$ cat config.mk
export PLATFORM = sky130hd
export DESIGN_NAME = mouse_position_tracker
export DESIGN_NICKNAME = d
export VERILOG_FILES = /design/src/rtl/mouse_pkg.sv /design/src/rtl/mouse_axis_clamp.sv /design/src/rtl/mouse_position_tracker.sv
export SDC_FILE = /design/constraint.sdc
export NUM_CORES = 1
export LEC_CHECK = 0
export ABC_AREA = 1
export CAP_MARGIN = 20
export CORE_MARGIN = 4
export CORE_UTILIZATION = 30
export CTS_CLUSTER_DIAMETER = 80
export DETAILED_ROUTE_END_ITERATION = 8
export HOLD_SLACK_MARGIN = 0.03
export PLACE_DENSITY = 0.55
export SYNTH_ARGS = -nofsm -noshare
export SYNTH_HDL_FRONTEND = slang
export SYNTH_SLANG_ARGS = --single-unit
$ cat constraint.sdc
create_clock -name CLK -period 2 [get_ports CLK]
set_input_delay 0.2 -clock CLK [delete_from_list [all_inputs] [get_ports CLK]]
set_output_delay 0.2 -clock CLK [all_outputs]
set_load 0.01 [all_outputs]
$ cat src/rtl/mouse_pkg.sv
// Shared types and constants for the PS/2 mouse position tracker.
// The optional MOUSE_SCROLL_EN build uses the same package unchanged.
package mouse_pkg;

  typedef enum logic [1:0] {
    IDLE    = 2'd0,
    CALC    = 2'd1,
    APPLY   = 2'd2,
    PUBLISH = 2'd3
  } state_e;

  localparam int BTN_L = 0;
  localparam int BTN_R = 1;
  localparam int BTN_M = 2;
  localparam int XSIGN = 4;
  localparam int YSIGN = 5;
  localparam int XOVF  = 6;
  localparam int YOVF  = 7;

  localparam int DELTA_W = 9;
  localparam int WORK_W  = 11;

endpackage

$ cat src/rtl/mouse_axis_clamp.sv
// One axis: adds a signed delta to an unsigned coordinate in WORK_W-bit
// signed arithmetic and saturates the result to 0..MAX.
module mouse_axis_clamp
  import mouse_pkg::*;
#(
  parameter int WIDTH = 8,
  parameter int MAX   = 159,
  parameter int DW    = DELTA_W
) (
  input  logic [WIDTH-1:0]        cur_i,
  input  logic signed [DW-1:0]    delta_i,
  output logic [WIDTH-1:0]        res_o
);

  localparam logic signed [WORK_W-1:0] MAX_W = WORK_W'(MAX);

  logic signed [WORK_W-1:0] sum;

  assign sum = $signed({{(WORK_W-WIDTH){1'b0}}, cur_i})
             + $signed({{(WORK_W-DW){delta_i[DW-1]}}, delta_i});

  always_comb begin
    res_o = sum[WIDTH-1:0];
    if (sum[WORK_W-1]) begin
      res_o = '0;
    end else if (sum > MAX_W) begin
      res_o = MAX_W[WIDTH-1:0];
    end
  end

endmodule

$ cat src/rtl/mouse_position_tracker.sv
// Turns decoded PS/2 packets into clamped absolute cursor coordinates and buttons.
// Define MOUSE_SCROLL_EN to also accumulate the scroll wheel delta into MOUSE_Z.
//
// state   | meaning
// IDLE    | waiting for a packet interrupt
// CALC    | form 9-bit signed deltas, applying overflow saturation
// APPLY   | add deltas, clamp, register outputs and buttons
// PUBLISH | pulse POS_UPDATED; chain to a pending packet if one is held
module mouse_position_tracker
  import mouse_pkg::*;
#(
  parameter int X_MAX = 159,
  parameter int Y_MAX = 119,
  parameter int Z_MAX = 255
) (
  input  logic       CLK,
  input  logic       RESET,
  input  logic [7:0] MOUSE_STATUS,
  input  logic [7:0] MOUSE_DX,
  input  logic [7:0] MOUSE_DY,
  input  logic [7:0] MOUSE_DZ,
  input  logic       SEND_INTERRUPT,
  output logic [7:0] MOUSE_X,
  output logic [6:0] MOUSE_Y,
  output logic [7:0] MOUSE_Z,
  output logic [2:0] MOUSE_BUTTONS,
  output logic       POS_UPDATED,
  output logic       BUSY
);

  state_e state_q, state_d;

  logic [7:0] stat_q, dx_q, dy_q;
  logic [7:0] pend_stat_q, pend_dx_q, pend_dy_q;
  logic       pend_q;
  logic signed [DELTA_W-1:0] dx9_q, dx9_d, dy9_d;
  logic signed [DELTA_W:0]   dyn_q, dyn_d;
  logic [7:0] x_q, x_new;
  logic [6:0] y_q, y_new;
  logic [2:0] btn_q;
  logic       upd_q, busy_q;
  logic       load_new, load_pend, hold_pend;
  logic       unused_bits;

  assign load_new  = SEND_INTERRUPT && (state_q == IDLE || state_q == PUBLISH);
  assign load_pend = (state_q == PUBLISH) && !SEND_INTERRUPT && pend_q;
  assign hold_pend = SEND_INTERRUPT && (state_q == CALC || state_q == APPLY);

  always_comb begin
    state_d = state_q;
    case (state_q)
      IDLE:    if (SEND_INTERRUPT) state_d = CALC;
      CALC:    state_d = APPLY;
      APPLY:   state_d = PUBLISH;
      PUBLISH: state_d = (SEND_INTERRUPT || pend_q) ? CALC : IDLE;
      default: state_d = IDLE;
    endcase
  end

  // Overflow forces full-scale deltas; Y is negated because PS/2 up is screen down.
  always_comb begin
    dx9_d = stat_q[XOVF] ? (stat_q[XSIGN] ? 9'sh100 : 9'sh0FF)
                         : $signed({stat_q[XSIGN], dx_q});
    dy9_d = stat_q[YOVF] ? (stat_q[YSIGN] ? 9'sh100 : 9'sh0FF)
                         : $signed({stat_q[YSIGN], dy_q});
    dyn_d = -{dy9_d[DELTA_W-1], dy9_d};
  end

  mouse_axis_clamp #(.WIDTH(8), .MAX(X_MAX), .DW(DELTA_W)) u_clamp_x (
    .cur_i(x_q), .delta_i(dx9_q), .res_o(x_new)
  );

  mouse_axis_clamp #(.WIDTH(7), .MAX(Y_MAX), .DW(DELTA_W+1)) u_clamp_y (
    .cur_i(y_q), .delta_i(dyn_q), .res_o(y_new)
  );

`ifdef MOUSE_SCROLL_EN
  logic [7:0] dz_q, pend_dz_q, z_q, z_new;
  logic signed [DELTA_W:0] dz10_q;

  mouse_axis_clamp #(.WIDTH(8), .MAX(Z_MAX), .DW(DELTA_W+1)) u_clamp_z (
    .cur_i(z_q), .delta_i(dz10_q), .res_o(z_new)
  );

  always_ff @(posedge CLK or negedge RESET) begin
    if (!RESET) begin
      dz_q      <= '0;
      pend_dz_q <= '0;
      dz10_q    <= '0;
      z_q       <= '0;
    end else begin
      if (load_new)       dz_q <= MOUSE_DZ;
      else if (load_pend) dz_q <= pend_dz_q;
      if (hold_pend)      pend_dz_q <= MOUSE_DZ;
      if (state_q == CALC)  dz10_q <= $signed({{2{dz_q[7]}}, dz_q});
      if (state_q == APPLY) z_q <= z_new;
    end
  end

  assign MOUSE_Z     = z_q;
  assign unused_bits = stat_q[3];
`else
  assign MOUSE_Z     = '0;
  assign unused_bits = ^{stat_q[3], MOUSE_DZ, 8'(Z_MAX)};
`endif

  always_ff @(posedge CLK or negedge RESET) begin
    if (!RESET) begin
      state_q     <= IDLE;
      stat_q      <= '0;
      dx_q        <= '0;
      dy_q        <= '0;
      pend_stat_q <= '0;
      pend_dx_q   <= '0;
      pend_dy_q   <= '0;
      pend_q      <= 1'b0;
      dx9_q       <= '0;
      dyn_q       <= '0;
      x_q         <= 8'(X_MAX / 2);
      y_q         <= 7'(Y_MAX / 2);
      btn_q       <= '0;
      upd_q       <= 1'b0;
      busy_q      <= 1'b0;
    end else begin
      state_q <= state_d;
      upd_q   <= 1'b0;

      if (load_new) begin
        stat_q <= MOUSE_STATUS;
        dx_q   <= MOUSE_DX;
        dy_q   <= MOUSE_DY;
      end else if (load_pend) begin
        stat_q <= pend_stat_q;
        dx_q   <= pend_dx_q;
        dy_q   <= pend_dy_q;
      end

      // One-deep buffer: a later interrupt simply overwrites the held packet.
      if (hold_pend) begin
        pend_stat_q <= MOUSE_STATUS;
        pend_dx_q   <= MOUSE_DX;
        pend_dy_q   <= MOUSE_DY;
        pend_q      <= 1'b1;
      end else if (state_q == PUBLISH) begin
        pend_q <= 1'b0;
      end

      case (state_q)
        IDLE: if (SEND_INTERRUPT) busy_q <= 1'b1;
        CALC: begin
          dx9_q <= dx9_d;
          dyn_q <= dyn_d;
        end
        APPLY: begin
          x_q   <= x_new;
          y_q   <= y_new;
          btn_q <= {stat_q[BTN_M], stat_q[BTN_R], stat_q[BTN_L]};
        end
        PUBLISH: begin
          upd_q  <= 1'b1;
          busy_q <= SEND_INTERRUPT || pend_q;
        end
        default: ;
      endcase
    end
  end

  assign MOUSE_X       = x_q;
  assign MOUSE_Y       = y_q;
  assign MOUSE_BUTTONS = btn_q;
  assign POS_UPDATED   = upd_q;
  assign BUSY          = busy_q;

endmodule

==> results.json <==
{
  "area_growth_pct": 27.56,
  "critPathCaptureType": "flop",
  "vias_per_cell": 4.439,
  "clockBufferDepth": 2,
  "period_share": 0.9689,
  "hp-class": "input port to asynchronous set/reset pin",
  "multiInputGateArea_mm2": 0.002401,
  "die_h_um": 134.7,
  "fill_cells": 1611,
  "power_frac_clock": 0.144,
  "max_stage_delay_ns": 0.42,
  "cp_slowest_cell": "dfrtp_1",
  "wirelength_um": 10580,
  "synth_top_cell_area_share": 0.4052,
  "p_sw_frac": 0.4507,
  "yosysWarnings": 0,
  "dpl.hpwl_um": 7673,
  "initial_core_util": 0.3043,
  "syn_area_per_cell_um2": 7.720,
  "dieArea_mm2": 0.01815,
  "ioPinCount": 63,
  "grt_pass1_vias": 3944,
  "die_w_um": 134.7,
  "outcome": "finished clean",
  "criticalPathCategory": "flop to flop",
  "drv_cap": 0,
  "rows": 46,
  "worstPathMaxFanout": 7,
  "grt_usage": 0.1221,
  "irDropWorstVdd_mv": 0.6185,
  "grt_pass1_wl_um": 18460,
  "grt_overflow": 0,
  "p_comb_frac": 0.573,
  "yosys_register_bits": 88,
  "synth_edf_count": 0,
  "skew_ns": 0.007674,
  "first_iter_violations": 214,
  "setup-violations-final": 0,
  "clkSinkCount": 88,
  "post_drt_wl_per_cell_um": 11.71,
  "maxSlewViolCount": 0,
  "antenna_found_initial": 0,
  "cts-root-buf": "clkbuf_16",
  "rsz0062_at_grt": "true",
  "powerDensity_mw_per_mm2": 1915,
  "htreeDepth": 3,
  "synthTopCellsByArea": "dfrtp_1, nand2_1, o21ai_0",
  "slew_headroom": 0.6191,
  "clock_latency_ns": 0.34,
  "holdWs_ns": 0.3916,
  "remaining_drc_errors": 0,
  "final-hold-violation-count": 0,
  "synth_cell_types": 35,
  "synth_flop_cell": "dfrtp_1",
  "grt_max_degree": 48,
  "final_core_util": 0.3882,
  "critPathMostFrequentCell": "nand2_2",
  "ant_nets": 0,
  "yosys-top-cells-count": "nand2_1, dfrtp_1, inv_1",
  "cp_cell_sequence": "ha_4 > fa_2 > nand2_2 > nand2_4 > nand3_4 > nand2_4 > nand2_2 > nand2_2 > nor2_4 > nand4_1 > nand2_1 > nand2_1",
  "nets": 740,
  "numCtsBuffers": 9,
  "synthesis.area_mm2": 0.004817,
  "p_leak_nw": 2.912,
  "switching_power_mw": 5.303,
  "via_count": 4013,
  "synth_area_leader_cell": "dfrtp_1",
  "synth_cells": 624,
  "drtPass1Iterations": 6,
  "register_area_mm2": 0.002216,
  "cp.arrival_ns": 2.17,
  "ys_seq_area_frac": 0.4597,
  "core_mm2": 0.01583,
  "drive_gt1_frac": 0.1468,
  "gp_congestion": 0.8642,
  "timing.fmax_ghz": 0.5160,
  "cp.required_ns": 2.23,
  "antenna_cells": 0,
  "port_buffers": 45,
  "cts_tree": "built",
  "seqPwrFrac": 0.283,
  "internal-power_mw": 6.463,
  "worst_pin_slew_ns": 0.5707,
  "synth_most_common_cell": "nand2_1",
  "fin_crit_ns": 1.938,
  "path_clk_slew_ns": 0.07,
  "cp-start-kind": "flop",
  "async_reset_ff_frac": 1.000
}
[worst max-delay path, delay by kind of cell, from the launching register on]
family	cells	cell delay, ns
flip-flops	1	0.42
adder cells (fa/ha/maj)	2	0.57
AND/OR/NAND/NOR	10	0.84
[metrics by stage]
stage	cell area, µm²	worst slack, ns	setup TNS (ns)	power (mW)	cells
2_1_floorplan	4843	0.04325	0	7.555	631
3_3_place_gp	5604	-0.04000	-0.1031	9.135	884
3_5_place_dp	5604	-0.1029	-0.8588	9.373	884
4_1_cts	5944	0.005507	0	11.22	901
5_1_grt	6145	-0.07923	-0.2820	12.98	904
6_report	6145	0.06212	0	11.77	904
[layout make-up]
class	instances	area share
multi-input combinational	436	0.3908
sequential	88	0.3606
timing repair buffer	68	0.1075
inverter	80	0.04887
tap	216	0.04398
clock buffer	10	0.03726
clock inverter	6	0.01100
[kinds of logic after synthesis]
kind of cell / after synthesis / synth area share
AOI/OAI and AO/OA: 118 / 0.1312
xor gates and xnor gates: 9 / 0.01636
adders and majority gates: 22 / 0.06026
buffers and inverters: 107 / 0.09091
DFF: 88 / 0.4597
other: 1 / 0.0007785
and+or+nand+nor: 279 / 0.2408
[flip-flops by register name, summed over array words and instances, names as in the netlist]
signal,flops
dy_q,8
MOUSE_X,8
pend_q,1
pend_stat_q,7
BUSY,1
dx9_q,9
stat_q,7
MOUSE_Y,7
dyn_q,10
MOUSE_BUTTONS,3
pend_dx_q,8
POS_UPDATED,1
dx_q,8
pend_dy_q,8
state_q,2
[per-layer routing]
metal  track usage  vias up  routed length (µm)  share of wire
met1        0.1641     1836                5171           0.49
met5             0        -                   0              0
li1              -     2094                   -              -
met3       0.02012       16                 312          0.029
met2        0.1971       67                4873           0.46
met4       0.04864        0                 225          0.021
[power by group through the flow]
| stage | logic [mW] | registers [mW] | clock network (mW) |
|---|---|---|---|
| after floorplan | 4.29 | 3.26 | 0 |
| after global placement | 5.84 | 3.30 | 0 |
| after detailed placement | 6.05 | 3.32 | 0 |
| after CTS | 6.17 | 3.30 | 1.74 |
| after global routing | 7.73 | 3.45 | 1.81 |
| final | 6.74 | 3.33 | 1.70 |
[placed cells by master, fill, tap and decap left out, types with 2 or more instances in the layout]
| cell type | Yosys | routed |
|---|---|---|
| nand3_1 | 27 | 19 |
| inv_1 | 78 | 77 |
| nand2_1 | 184 | 170 |
| buf_12 | 0 | 3 |
| o21ai_1 | 7 | 7 |
| a21oi_2 | 0 | 5 |
| conb_1 | 1 | 8 |
| xnor2_1 | 5 | 5 |
| nand3_2 | 0 | 6 |
| ha_2 | 0 | 5 |
| nand3_4 | 0 | 2 |
| buf_4 | 8 | 20 |
| inv_2 | 1 | 2 |
| xor2_1 | 4 | 4 |
| nor2_4 | 0 | 3 |
| a21oi_1 | 41 | 36 |
| nand4_1 | 9 | 9 |
| nand2_4 | 0 | 5 |
| fa_2 | 0 | 2 |
| dfrtp_1 | 78 | 77 |
| dfstp_2 | 10 | 10 |
| nand2_2 | 3 | 12 |
| ha_1 | 20 | 12 |
| ha_4 | 0 | 3 |
| clkbuf_16 | 0 | 9 |
| o21ai_0 | 63 | 63 |
| clkinvlp_4 | 0 | 2 |
| nand3b_1 | 5 | 5 |
| clkdlybuf4s50_1 | 0 | 44 |
| nor2_1 | 44 | 43 |
[timing repair]
item / 4_1_cts / 5_1_grt
pin swaps: 4 / 15
resized for setup: 10 / 44
hold endpoints to repair: 26 / 0
hold buffers: 1 / 0
setup buffers: 0 / 3
cloned: 0 / 0
endpoints found under the setup margin: 15 / 17
[final timing paths]
path                                        start                       end  slack, ns  cells past startpoint
hold / removal                              RESET    MOUSE_X[5]$_DFFE_PN0N_       0.39                      2
hold reg to reg            MOUSE_X[2]$_DFFE_PN1N_    MOUSE_X[2]$_DFFE_PN1N_       0.48                      2
setup / recovery             dyn_q[0]$_DFFE_PN0N_    MOUSE_Y[2]$_DFFE_PN0N_       0.06                     12
max in group asynchronous                   RESET      dyn_q[6]$_DFFE_PN0N_       0.94                      3
setup reg to reg             dyn_q[0]$_DFFE_PN0N_    MOUSE_Y[2]$_DFFE_PN0N_       0.06                     12
min in group CLK                      MOUSE_DX[3]  pend_dx_q[3]$_DFFE_PN0P_       0.44                      3
(Power assumes the default switching activity.)
